==> src/rtl/v_issue_pkg.sv <==
// Shared types and opcode decode for the vector instruction issue queue.
package v_issue_pkg;

  localparam logic [6:0] OPC_VLOAD  = 7'b0000111;
  localparam logic [6:0] OPC_VSTORE = 7'b0100111;
  localparam logic [6:0] OPC_OPV    = 7'b1010111;

  typedef struct packed {
    logic [31:0] instr;
    logic [31:0] rs1;
    logic [31:0] rs2;
  } v_issue_entry_t;

  function automatic logic is_vload(logic [31:0] instr);
    return instr[6:0] == OPC_VLOAD;
  endfunction

  function automatic logic is_vstore(logic [31:0] instr);
    return instr[6:0] == OPC_VSTORE;
  endfunction

endpackage

==> src/rtl/v_issue_if.sv <==
// Issue handshake bundle: scalar-core push side and vector-core pop side.
interface v_issue_if;
  logic        v_instr_valid_i;
  logic [31:0] v_instruction_i;
  logic [31:0] rs1_i;
  logic [31:0] rs2_i;
  logic        vector_stall_o;
  logic        v_instr_valid_o;
  logic [31:0] v_instruction_o;
  logic [31:0] rs1_o;
  logic [31:0] rs2_o;
  logic        v_instr_ready_i;

  modport slave (
    input  v_instr_valid_i, v_instruction_i, rs1_i, rs2_i, v_instr_ready_i,
    output vector_stall_o, v_instr_valid_o, v_instruction_o, rs1_o, rs2_o
  );

  modport master (
    output v_instr_valid_i, v_instruction_i, rs1_i, rs2_i, v_instr_ready_i,
    input  vector_stall_o, v_instr_valid_o, v_instruction_o, rs1_o, rs2_o
  );
endinterface

==> src/rtl/v_issue_fifo.sv <==
// In-order entry storage; head entry is always visible on rdata_o.
module v_issue_fifo
  import v_issue_pkg::*;
#(
  parameter int DEPTH = 4
) (
  input  logic                     clk,
  input  logic                     reset,
  input  logic                     push_i,
  input  v_issue_entry_t           wdata_i,
  input  logic                     pop_i,
  output v_issue_entry_t           rdata_o,
  output logic                     full_o,
  output logic                     empty_o,
  output logic [$clog2(DEPTH):0]   count_o
);

  localparam int AW = $clog2(DEPTH);

  v_issue_entry_t mem_q [DEPTH];
  logic [AW-1:0]  wr_ptr_q, wr_ptr_d;
  logic [AW-1:0]  rd_ptr_q, rd_ptr_d;
  logic [AW:0]    count_q, count_d;
  logic           wr_en, rd_en;

  assign full_o  = (count_q == (AW+1)'(DEPTH));
  assign empty_o = (count_q == '0);
  assign count_o = count_q;
  assign rdata_o = mem_q[rd_ptr_q];

  assign wr_en = push_i & ~full_o;
  assign rd_en = pop_i & ~empty_o;

  always_comb begin
    wr_ptr_d = wr_ptr_q;
    rd_ptr_d = rd_ptr_q;
    count_d  = count_q;
    if (wr_en) wr_ptr_d = wr_ptr_q + 1'b1;
    if (rd_en) rd_ptr_d = rd_ptr_q + 1'b1;
    if (wr_en && !rd_en)      count_d = count_q + 1'b1;
    else if (!wr_en && rd_en) count_d = count_q - 1'b1;
  end

  // Storage is cleared on reset so the data outputs read as zero afterwards.
  always_ff @(posedge clk) begin
    if (reset) begin
      wr_ptr_q <= '0;
      rd_ptr_q <= '0;
      count_q  <= '0;
      for (int i = 0; i < DEPTH; i++) mem_q[i] <= '0;
    end else begin
      wr_ptr_q <= wr_ptr_d;
      rd_ptr_q <= rd_ptr_d;
      count_q  <= count_d;
      if (wr_en) mem_q[wr_ptr_q] <= wdata_i;
    end
  end

endmodule

==> src/rtl/v_instr_issue_queue.sv <==
// Scalar-to-vector issue queue with back-pressure and outstanding load/store tracking.
module v_instr_issue_queue
  import v_issue_pkg::*;
#(
  parameter int DEPTH   = 4,
  parameter int OUTST_W = 4
) (
  input  logic       clk,
  input  logic       reset,
  v_issue_if.slave   bus,
  input  logic       v_load_done_i,
  input  logic       v_store_done_i,
  output logic       all_v_loads_executed_o,
  output logic       all_v_stores_executed_o
);

  localparam int CNT_W = $clog2(DEPTH) + 1;

  logic               is_ld, is_st, push, pop;
  logic               fifo_full, fifo_empty;
  logic [CNT_W-1:0]   fifo_count_unused;
  v_issue_entry_t     wr_entry, head;
  logic [OUTST_W-1:0] ld_cnt_q, ld_cnt_d, st_cnt_q, st_cnt_d;
  logic               ld_inc, ld_dec, st_inc, st_dec;

  assign is_ld = is_vload(bus.v_instruction_i);
  assign is_st = is_vstore(bus.v_instruction_i);

  // Stall depends only on registered state and the presented instruction, never on ready.
  assign bus.vector_stall_o = fifo_full
                            | (is_ld & (ld_cnt_q == '1))
                            | (is_st & (st_cnt_q == '1));

  assign push = bus.v_instr_valid_i & ~bus.vector_stall_o;
  assign pop  = bus.v_instr_valid_o & bus.v_instr_ready_i;

  assign wr_entry = '{instr: bus.v_instruction_i, rs1: bus.rs1_i, rs2: bus.rs2_i};

  v_issue_fifo #(.DEPTH(DEPTH)) u_fifo (
    .clk     (clk),
    .reset   (reset),
    .push_i  (push),
    .wdata_i (wr_entry),
    .pop_i   (pop),
    .rdata_o (head),
    .full_o  (fifo_full),
    .empty_o (fifo_empty),
    .count_o (fifo_count_unused)
  );

  assign bus.v_instr_valid_o = ~fifo_empty;
  assign bus.v_instruction_o = head.instr;
  assign bus.rs1_o           = head.rs1;
  assign bus.rs2_o           = head.rs2;

  // Done pulses at zero are dropped so the counters never wrap below zero.
  assign ld_inc = push & is_ld;
  assign ld_dec = v_load_done_i & (ld_cnt_q != '0);
  assign st_inc = push & is_st;
  assign st_dec = v_store_done_i & (st_cnt_q != '0);

  always_comb begin
    ld_cnt_d = ld_cnt_q;
    st_cnt_d = st_cnt_q;
    if (ld_inc && !ld_dec)      ld_cnt_d = ld_cnt_q + 1'b1;
    else if (!ld_inc && ld_dec) ld_cnt_d = ld_cnt_q - 1'b1;
    if (st_inc && !st_dec)      st_cnt_d = st_cnt_q + 1'b1;
    else if (!st_inc && st_dec) st_cnt_d = st_cnt_q - 1'b1;
  end

  always_ff @(posedge clk) begin
    if (reset) begin
      ld_cnt_q <= '0;
      st_cnt_q <= '0;
    end else begin
      ld_cnt_q <= ld_cnt_d;
      st_cnt_q <= st_cnt_d;
    end
  end

  assign all_v_loads_executed_o  = (ld_cnt_q == '0);
  assign all_v_stores_executed_o = (st_cnt_q == '0);

endmodule

==> src/flat_wrapper.sv <==
// flat-port wrapper written by rule: the top's interface ports become plain ports
module v_instr_issue_queue_flat import v_issue_pkg::*;
#(
  parameter int DEPTH   = 4,
  parameter int OUTST_W = 4
)
  (clk, reset, v_load_done_i, v_store_done_i, all_v_loads_executed_o, all_v_stores_executed_o, bus_v_instr_valid_i, bus_v_instruction_i, bus_rs1_i, bus_rs2_i, bus_v_instr_ready_i, bus_vector_stall_o, bus_v_instr_valid_o, bus_v_instruction_o, bus_rs1_o, bus_rs2_o);
  v_issue_if bus_i ();
  input  logic clk;
  input  logic reset;
  input  logic v_load_done_i;
  input  logic v_store_done_i;
  output logic all_v_loads_executed_o;
  output logic all_v_stores_executed_o;
  input wire logic [$bits(bus_i.v_instr_valid_i)-1:0] bus_v_instr_valid_i;
  input wire logic [$bits(bus_i.v_instruction_i)-1:0] bus_v_instruction_i;
  input wire logic [$bits(bus_i.rs1_i)-1:0] bus_rs1_i;
  input wire logic [$bits(bus_i.rs2_i)-1:0] bus_rs2_i;
  input wire logic [$bits(bus_i.v_instr_ready_i)-1:0] bus_v_instr_ready_i;
  output wire logic [$bits(bus_i.vector_stall_o)-1:0] bus_vector_stall_o;
  output wire logic [$bits(bus_i.v_instr_valid_o)-1:0] bus_v_instr_valid_o;
  output wire logic [$bits(bus_i.v_instruction_o)-1:0] bus_v_instruction_o;
  output wire logic [$bits(bus_i.rs1_o)-1:0] bus_rs1_o;
  output wire logic [$bits(bus_i.rs2_o)-1:0] bus_rs2_o;
  assign bus_i.v_instr_valid_i = bus_v_instr_valid_i;
  assign bus_i.v_instruction_i = bus_v_instruction_i;
  assign bus_i.rs1_i = bus_rs1_i;
  assign bus_i.rs2_i = bus_rs2_i;
  assign bus_i.v_instr_ready_i = bus_v_instr_ready_i;
  assign bus_vector_stall_o = bus_i.vector_stall_o;
  assign bus_v_instr_valid_o = bus_i.v_instr_valid_o;
  assign bus_v_instruction_o = bus_i.v_instruction_o;
  assign bus_rs1_o = bus_i.rs1_o;
  assign bus_rs2_o = bus_i.rs2_o;
  v_instr_issue_queue #(.DEPTH(DEPTH), .OUTST_W(OUTST_W)) u_core (.clk(clk), .reset(reset), .bus(bus_i), .v_load_done_i(v_load_done_i), .v_store_done_i(v_store_done_i), .all_v_loads_executed_o(all_v_loads_executed_o), .all_v_stores_executed_o(all_v_stores_executed_o));
endmodule
==> config.mk <==
export PLATFORM = sky130hd
export DESIGN_NAME = v_instr_issue_queue_flat
export DESIGN_NICKNAME = d
export VERILOG_FILES = /design/src/rtl/v_issue_pkg.sv /design/src/rtl/v_issue_if.sv /design/src/rtl/v_issue_fifo.sv /design/src/rtl/v_instr_issue_queue.sv /design/src/flat_wrapper.sv
export SDC_FILE = /design/constraint.sdc
export NUM_CORES = 1
export LEC_CHECK = 0
export BUFFER_PORTS_ARGS = -buffer_cell sky130_fd_sc_hd__buf_2
export CAP_MARGIN = 10
export CORE_ASPECT_RATIO = 1.75
export CORE_UTILIZATION = 50
export DETAILED_ROUTE_END_ITERATION = 12
export PLACE_DENSITY = 0.7
export SLEW_MARGIN = 20
export SYNTH_ARGS = -nofsm -noshare
export SYNTH_HDL_FRONTEND = slang
export SYNTH_HIERARCHICAL = 1
export SYNTH_SLANG_ARGS = --single-unit
export TNS_END_PERCENT = 50
==> constraint.sdc <==
create_clock -name clk -period 15.6 [get_ports clk]
set_input_delay 3.9 -clock clk [delete_from_list [all_inputs] [get_ports clk]]
set_output_delay 3.9 -clock clk [all_outputs]
set_load 0.02 [all_outputs]
==> run summary, run 1 <==
Syn Nets -> 1,159
DRT Wirelength -> 36,500 um
CP max FO -> 5
DIE HEIGHT -> 251 um
cts bufs inserted -> 37
initial antenna violation count -> 6
largest net degree at the start of global routing -> 73
die area -> 0.0361 mm^2
endpoint type of the worst setup path -> primary output
first-pass GRT wire length -> 55,700 um
placement row count -> 90
most frequent cells in the layout -> edfxtp_1, and2_1, buf_2
Setup Fix Bufs, Post-CTS -> 0
final setup TNS -> 0 ns
Post-synth EDFFs -> 384
ys flop type -> edfxtp_1
Peak VDD IR -> 0.101 mV
post-synth top area share -> 65.2%
Setup violations, final -> 0
Initial Util -> 51.0%
worst path required time -> 11.70 ns
FF+latch count, synth -> 401
Clock Tree Buf Depth -> 3
via/cell ratio -> 5.33
Seq/Total Area, Yosys -> 67.1%
Num Clock Sinks -> 401
CTS Hold Buffers Added -> 0
Post-DRT Antenna Nets -> 0
leakage -> 0.00762 uW
Unique masters post-synth -> 44
Post-Syn Area per Cell -> 16.9 um^2
Final min period -> 8.70 ns
run status -> complete, no violations
Worst Skew -> 0.0204 ns
Min Hold Slack -> 0.521 ns
dpl hpwl -> 20,700 um
Worst Path Arrival -> 4.80 ns
Pwr Total -> 3010 uW
share of layout cells above drive strength 1 -> 31.7%
worst slack at placement -> 6.90 ns
grt total ovfl -> 0
dominant cell type by area after synthesis -> edfxtp_1
Clk Latency, worst-skew pair -> 0.53 ns
slew margin rel. -> 29.6%
Final WS setup -> 6.90 ns
IO Pins -> 202
Syn-to-layout area delta -> 14.0%
Die W -> 144 um
First-pass DRT Iterations -> 5
RSZ-0062 raised after global routing -> false
detailed-route DRC error count -> 0
total core area -> 0.0347 mm^2
Slew @ Worst Pin -> 1.06 ns
Clk pin slew, worst setup/hold paths -> 0.06 ns
routability congestion estimate -> 0.756
maximum clock rate -> 115 MHz
H-tree Lvls -> 2
Yosys Warn Count -> 6
Final #Nets -> 1,350
root buf cell -> clkbuf_16
Crit Path Category -> primary input to primary output
final core occ -> 58.1%
Async SR Flop Fraction -> 0%
wire per inst -> 21.2 um
max-slew violations -> 0
CTS tree -> built
MaxCap Viol Count -> 0
synthesized instance count -> 1,047
drt initial violations -> 412
number of global-route vias before repair -> 9,986
HP Class -> flip-flop to flip-flop
post-CTS resize count -> 0
Via Count -> 9,205
synthesized area -> 0.0177 mm^2
Tot GR Track Use -> 21.0%
IO Port Bufs -> 201
Synth area leaders -> edfxtp_1, and2_1, mux4_2, dfxtp_1, buf_6
fin crit share -> 55.8%
most common cell after layout, fill and taps aside -> edfxtp_1
final hold viol count -> 0
crit path launch type -> primary input
Cell Pwr Density -> 149 mW/mm^2
[synth_stat cells, types with 3 or more instances]
master    count
and2_1      361
dfxtp_1      17
nand2b_1      4
and2_4       17
and2_2        6
edfxtp_1    384
mux4_2       96
buf_2        12
nand2_1       3
a21oi_1       7
mux2i_1       4
buf_6        19
fa_1          3
nor2b_1       3
nor2_1       20
nand3_1       3
ha_1          7
inv_1         7
xor2_1        6
clkbuf_1     32
[final cells by class]
type / count / area [um^2]
clock buffers: 48 / 1010
well taps: 460 / 576
inverters: 7 / 26.3
fillers: 2743 / 14500
multi-input cells: 573 / 5390
clock inverters: 15 / 129
flip-flops and latches: 401 / 11900
repair buffers: 218 / 1140
diodes: 4 / 10.0
[worst max-delay path, stage by stage]
cell	delay, ns
buf_2	0.13
nor4b_2	0.30
and3_1	0.21
a21o_1	0.10
buf_2	0.16
[cells by family after synthesis]
family	share of synthesized area [%]
AOI/OAI and AO/OA	0.693
xor gates and xnor gates	0.396
adders and majority gates	0.835
buffers and inverters	2.53
DFF	67.1
muxes	12.6
and+or+nand+nor	15.8
[power breakdown]
part	internal [uW]	switching [uW]	leakage, uW
clock	490	375	0.000551
combinational	309	423	0.00293
sequential	1350	63.6	0.00413
total	2150	862	0.00762
[final timing paths]
kind / startpoint / end / slack (ns) / cells after the start
setup / recovery: bus_v_instruction_i[4] / bus_vector_stall_o / 6.90 / 5
hold reg to reg: u_core/u_fifo/rd_ptr_q[0] / flip-flop / 0.52 / 2
hold / removal: u_core/u_fifo/rd_ptr_q[0] / flip-flop / 0.52 / 2
setup reg to reg: u_core/u_fifo/count_o[0] / u_core/u_fifo/mem_q[3][69] / 11.80 / 7
[state kept, by name, indices dropped and copies added, names as in the netlist, named ones only]
signal                  cells
u_core/u_fifo/count_o       3
u_core/u_fifo/mem_q       384
u_core/u_fifo/rd_ptr_q      2
u_core/st_cnt_q             4
u_core/u_fifo/wr_ptr_q      2
u_core/ld_cnt_q             4
[routing by layer]
metal	share of wire, %	GRT usage, %
met5	0.15	0
met4	1.7	5.95
met3	4.9	3.87
met2	57	40.5
met1	36	22.7
[per-stage QoR]
step                cell area [um^2]  cells
finish                         20200   1726
floorplan                      17700   1047
CTS                            20100   1721
global placement               19000   1658
detailed placement             19000   1658
global route                   20200   1724
(Power assumes the default switching activity.)
==> inputs of run 2 (changes only) <==
clock period = 8.6 ns   (was 15.6 ns; I/O delays follow)
==> run 2 against run 1 <==
Against the previous run:
- clock power is 79% higher
- critical path depth stayed put
- combinational power is 82% higher
- critical endpoint unchanged
- worst hold slack better by 0.0040 ns
- non-clock buffer count is 2 lower
- clock-buffer cell count is 6 lower
- power is 81% higher
- wire length is 0.49% lower
- via count is 0.86% higher
- clock skew is 0.011 ns lower
- sequential share of layout area is 0.088 points higher
==> run summary, run 2 (synthesized netlist as in run 1, its figures left out) <==
run status -> complete, no violations
met1 wire length -> 13,400 um
P_sw -> 1560 uW
die area -> 0.0361 mm^2
Critical-path top delay cell -> nor4b_2
Tot GR Track Use -> 21.1%
Largest register FFs -> 384
combinational fraction of design power -> 24.4%
Cell Pwr Density -> 271 mW/mm^2
Hold Path Depth -> 2
CP max FO -> 5
FF+latch area -> 0.0119 mm^2
fin crit share -> 60.5%
initial antenna violation count -> 8
Final #Nets -> 1,347
Slew @ Worst Pin -> 1.07 ns
DRT Wirelength -> 36,400 um
met3 wire len -> 1770 um
largest net degree at the start of global routing -> 97
Hold Startpoint -> u_core/u_fifo/rd_ptr_q[1]
clock share of power -> 28.5%
Top reg by flops -> u_core/u_fifo/mem_q
maximum clock rate -> 192 MHz
Final WS setup -> 3.40 ns
most frequent cells in the layout -> edfxtp_1, and2_1, buf_2
IO Pins -> 202
WP depth -> 5
total core area -> 0.0347 mm^2
endpoint type of the worst setup path -> primary output
most common cell after layout, fill and taps aside -> edfxtp_1
CTS tree -> built
R2R cell count -> 7
final setup TNS -> 0 ns
Worst Path Arrival -> 3.05 ns
Setup violations, final -> 0
P_int -> 3890 uW
met2 wire length -> 19,700 um
max-slew violations -> 0
reg2reg setup slack -> 4.93 ns
H-tree Lvls -> 2
number of global-route vias before repair -> 9,965
cts bufs inserted -> 36
detailed-route DRC error count -> 0
Post-DRT Antenna Nets -> 0
MaxCap Viol Count -> 0
Peak VDD IR -> 0.168 mV
Clock Tree Buf Depth -> 3
Max stage delay on crit path -> 0.30 ns
Top Layer Used -> met5
Final min period -> 5.20 ns
RSZ-0062 raised after global routing -> false
routability congestion estimate -> 0.745
FILL cells -> 2,825
placement row count -> 90
wire per inst -> 21.1 um
crit path from -> bus_v_instruction_i[4]
Regs by FF count -> u_core/u_fifo/mem_q: 384 flops, u_core/ld_cnt_q: 4 flops, u_core/st_cnt_q: 4 flops
worst path required time -> 6.45 ns
multi-input combinational cell area -> 0.00539 mm^2
Net Sw Frac -> 28.7%
Initial Util -> 51.0%
crit path launch type -> primary input
Num Clock Sinks -> 401
Clk pin slew, worst setup/hold paths -> 0.06 ns
leakage -> 0.00760 uW
dpl hpwl -> 21,100 um
first-pass GRT wire length -> 55,800 um
RR Startpoint -> u_core/u_fifo/count_o[0]
worst slack at placement -> 3.12 ns
IO Port Bufs -> 201
DIE HEIGHT -> 251 um
Clk Latency, worst-skew pair -> 0.53 ns
Setup Fix Bufs, Post-CTS -> 0
via/cell ratio -> 5.39
Worst Skew -> 0.00957 ns
First-pass DRT Iterations -> 5
slew margin rel. -> 28.4%
Top cell by count, worst path -> buf_2
HP Class -> flip-flop to flip-flop
Syn-to-layout area delta -> 13.9%
final hold viol count -> 0
post-CTS resize count -> 0
drt initial violations -> 496
share of layout cells above drive strength 1 -> 31.6%
Crit Path Category -> primary input to primary output
root buf cell -> clkbuf_16
CTS Hold Buffers Added -> 0
CP delay by family, top -> simple AND/OR/NAND/NOR gates
worst path cell trace -> buf_2 -> nor4b_2 -> and3_1 -> a21o_1 -> buf_2
sequential share of power -> 47.1%
grt total ovfl -> 0
Via Count -> 9,284
Die W -> 144 um
Critical path buffers and inverters -> 2
[run 2: cell count changes in the layout (fill, tap and decap cells not counted)]
| cell | change |
|---|---|
| diode_2 | -1 |
| clkinv_1 | +3 |
| bufinv_16 | +1 |
| buf_16 | +1 |
| clkbuf_16 | -2 |
| clkinvlp_4 | +2 |
| clkinv_2 | +2 |
| buf_4 | -2 |
| clkinv_4 | -3 |
| clkbuf_1 | -4 |
| buf_8 | -1 |
[run 2: final timing paths]
| kind | end |
|---|---|
| setup / recovery | bus_vector_stall_o |
| hold / removal | flip-flop |
| setup reg to reg | u_core/u_fifo/mem_q[0][2] |
| hold reg to reg | flip-flop |
[run 2: routing by layer]
layer	GRT usage, %	vias to the layer above
li1	-	4241
met1	23.5	4701
met2	38.8	257
met3	3.39	77
met4	9.68	8
met5	0	-
[run 2: cell type report]
cell class	instances	share of cell area (%)
inverter	7	0.130
timing repair buffer	216	5.65
clock buffer	42	4.69
antenna	3	0.0373
tap	460	2.86
multi-input combinational	573	26.8
sequential	401	59.0
clock inverter	20	0.839
[run 2: metrics by stage]
| step | std cells | hold slack (ns) | power (uW) | instance area, um^2 | utilization (%) |
|---|---|---|---|---|---|
| 2_1_floorplan | 1047 | 0.485 | 3550 | 17700 | - |
| 3_3_place_gp | 1656 | 0.507 | 3950 | 19000 | 54.7 |
| 3_5_place_dp | 1656 | 0.511 | 3970 | 19000 | 54.7 |
| 4_1_cts | 1718 | 0.533 | 5510 | 20100 | 58.0 |
| 5_1_grt | 1722 | 0.566 | 5680 | 20100 | 58.1 |
| 6_report | 1722 | 0.525 | 5450 | 20100 | 58.1 |
[run 2: worst register-to-register path: cells and delay by family, from the launching register on]
kind / cells / cell delay [ns]
AO/OA/AOI/OAI: 1 / 0.30
buffers and inverters: 2 / 0.92
flip-flops: 1 / 0.50
AND/OR/NAND/NOR: 4 / 1.59
[run 2: power by group through the flow]
| stage | logic, uW | clock network, uW | registers, uW |
|---|---|---|---|
| after floorplan | 992 | 0 | 2550 |
| after global routing | 1430 | 1650 | 2600 |
| after detailed placement | 1350 | 0 | 2620 |
| final | 1330 | 1550 | 2570 |
| after global placement | 1340 | 0 | 2600 |
| after CTS | 1360 | 1580 | 2570 |
==> inputs of run 3 (changes only) <==
PLACE_DENSITY = 0.73   (was 0.7)
clock period = 4.3 ns   (was 8.6 ns; I/O delays follow)
==> run 3 against run 2 <==
Against the previous run:
- setup slack worse by 2.6 ns
- clock-buffer cell count is 7 higher
- flip-flop and latch count stayed put
- critical path depth is 2 lower
- sequential share of layout area is 1.1 points lower
- combinational power is 110% higher
- final cell count is 0.93% higher
- critical endpoint is now bus_rs1_o[6]
==> run summary, run 3 (synthesized netlist as in run 1, its figures left out) <==
slew margin rel. -> 49.7%
Cell Area, Placed -> 0.0192 mm^2
cts bufs inserted -> 38
fin area -> 0.0205 mm^2
Worst Path Arrival -> 2.42 ns
reg2reg setup slack -> 1.25 ns
MaxCap Viol Count -> 0
Hold Path Depth -> 2
most frequent cells in the layout -> edfxtp_1, and2_1, buf_2
CP max FO -> 40
dpl hpwl -> 21,500 um
Cell Pwr Density -> 556 mW/mm^2
maximum clock rate -> 286 MHz
Num Clock Sinks -> 401
Crit Path Category -> flip-flop to primary output
endpoint type of the worst setup path -> primary output
Worst Skew -> 0.0160 ns
Hold Startpoint -> u_core/u_fifo/rd_ptr_q[0]
Post-DRT Antenna Nets -> 0
FF-to-FF End -> u_core/st_cnt_q[3]
share of layout cells above drive strength 1 -> 32.8%
via/cell ratio -> 5.39
CTS Hold Buffers Added -> 0
First-pass DRT Iterations -> 4
worst slack at placement -> 0.670 ns
run status -> complete, no violations
routability congestion estimate -> 0.748
Final #Nets -> 1,356
Setup Fix Bufs, Post-CTS -> 0
first-pass GRT wire length -> 56,200 um
root buf cell -> clkbuf_16
IO Port Bufs -> 201
most common cell after layout, fill and taps aside -> edfxtp_1
Initial Util -> 51.0%
Clock Tree Buf Depth -> 3
sequential share of power -> 44.9%
Largest register FFs -> 384
DIE HEIGHT -> 251 um
Pwr Total -> 11,400 uW
combinational fraction of design power -> 23.9%
Final WS setup -> 0.804 ns
R2R cell count -> 10
P_int -> 8200 uW
H-tree Lvls -> 2
Setup violations, final -> 0
final hold viol count -> 0
Syn-to-layout area delta -> 16.1%
placement row count -> 90
wire per inst -> 21.2 um
crit path launch type -> flip-flop
grt total ovfl -> 0
detailed-route DRC error count -> 0
largest net degree at the start of global routing -> 97
CTS tree -> built
initial antenna violation count -> 6
worst path required time -> 3.22 ns
die area -> 0.0361 mm^2
number of global-route vias before repair -> 10,200
Slew @ Worst Pin -> 0.754 ns
P_sw -> 3210 uW
Clk Latency, worst-skew pair -> 0.54 ns
Tot GR Track Use -> 21.2%
HP Class -> flip-flop to flip-flop
post-CTS resize count -> 0
max-slew violations -> 0
clock share of power -> 31.2%
Top reg by flops -> u_core/u_fifo/mem_q
Clk pin slew, worst setup/hold paths -> 0.06 ns
drt initial violations -> 429
multi-input combinational cell area -> 0.00541 mm^2
leakage -> 0.00777 uW
RSZ-0062 raised after global routing -> false
Die W -> 144 um
Net Sw Frac -> 28.1%
IO Pins -> 202
Final min period -> 3.50 ns
DRT Wirelength -> 36,800 um
Via Count -> 9,360
fin crit share -> 81.3%
Regs by FF count -> u_core/u_fifo/mem_q: 384 flops, u_core/ld_cnt_q: 4 flops, u_core/st_cnt_q: 4 flops
final core occ -> 59.2%
Peak VDD IR -> 0.385 mV
FILL cells -> 2,724
total core area -> 0.0347 mm^2
RR Startpoint -> u_core/u_fifo/count_o[2]
FF+latch area -> 0.0119 mm^2
[run 3: cell types whose count changed in the layout (fill, tap and decap cells not counted), moves of 2 or more]
cell / previous run / this run
buf_12: 0 / 10
clkbuf_16: 37 / 41
clkinv_1: 12 / 8
bufinv_16: 3 / 6
buf_4: 14 / 12
clkbuf_8: 0 / 2
clkinv_4: 0 / 2
diode_2: 3 / 5
[run 3: worst max-delay path by stage]
stage                      startpoint                        end  cells past startpoint
6_report                    flip-flop               bus_rs1_o[6]                      3
5_1_grt                     flip-flop               bus_rs1_o[6]                      3
4_1_cts                     flip-flop               bus_rs1_o[6]                      3
3_5_place_dp   bus_v_instruction_i[2]   u_core/u_fifo/count_o[2]                     12
3_3_place_gp   bus_v_instruction_i[6]         u_core/ld_cnt_q[3]                     11
2_1_floorplan  bus_v_instruction_i[2]  u_core/u_fifo/mem_q[2][0]                      5
[run 3: per-layer routing]
metal | vias up | share of wire [%] | GRT usage, %
met5 | - | 0.049 | 0
met4 | 4 | 2.9 | 8.03
met3 | 63 | 5.3 | 3.96
met2 | 234 | 55 | 39.5
met1 | 4786 | 36 | 23.5
li1 | 4273 | - | -
[run 3: area by class of cell]
cell class	instances	area share [%]
Timing Repair Buffer	223	6.31
Clock inverter	20	1.24
Antenna cell	5	0.0610
Sequential cell	401	57.9
Tap cell	460	2.80
Inverter	7	0.128
Multi-Input combinational cell	573	26.3
Clock buffer	49	5.24
[run 3: per-stage QoR]
| step | std cells | TNS (ns) | hold slack, ns |
|---|---|---|---|
| detailed placement | 1664 | 0 | 0.509 |
| global placement | 1664 | 0 | 0.499 |
| floorplan | 1047 | -18.27 | 0.485 |
| global route | 1736 | 0 | 0.545 |
| finish | 1738 | 0 | 0.522 |
| CTS | 1733 | 0 | 0.528 |
[run 3: power groups by stage]
stage | clock (uW) | sequential (uW) | combinational, uW
2_1_floorplan | 0 | 5100 | 1990
3_3_place_gp | 0 | 5180 | 2750
3_5_place_dp | 0 | 5220 | 2770
4_1_cts | 3630 | 5140 | 2780
5_1_grt | 3750 | 5190 | 2940
6_report | 3550 | 5130 | 2730
[run 3: worst max-delay path, cell delays in order (launching register included)]
cell,delay [ns]
dfxtp_4,0.68
buf_12,0.39
mux4_2,0.60
buf_2,0.18
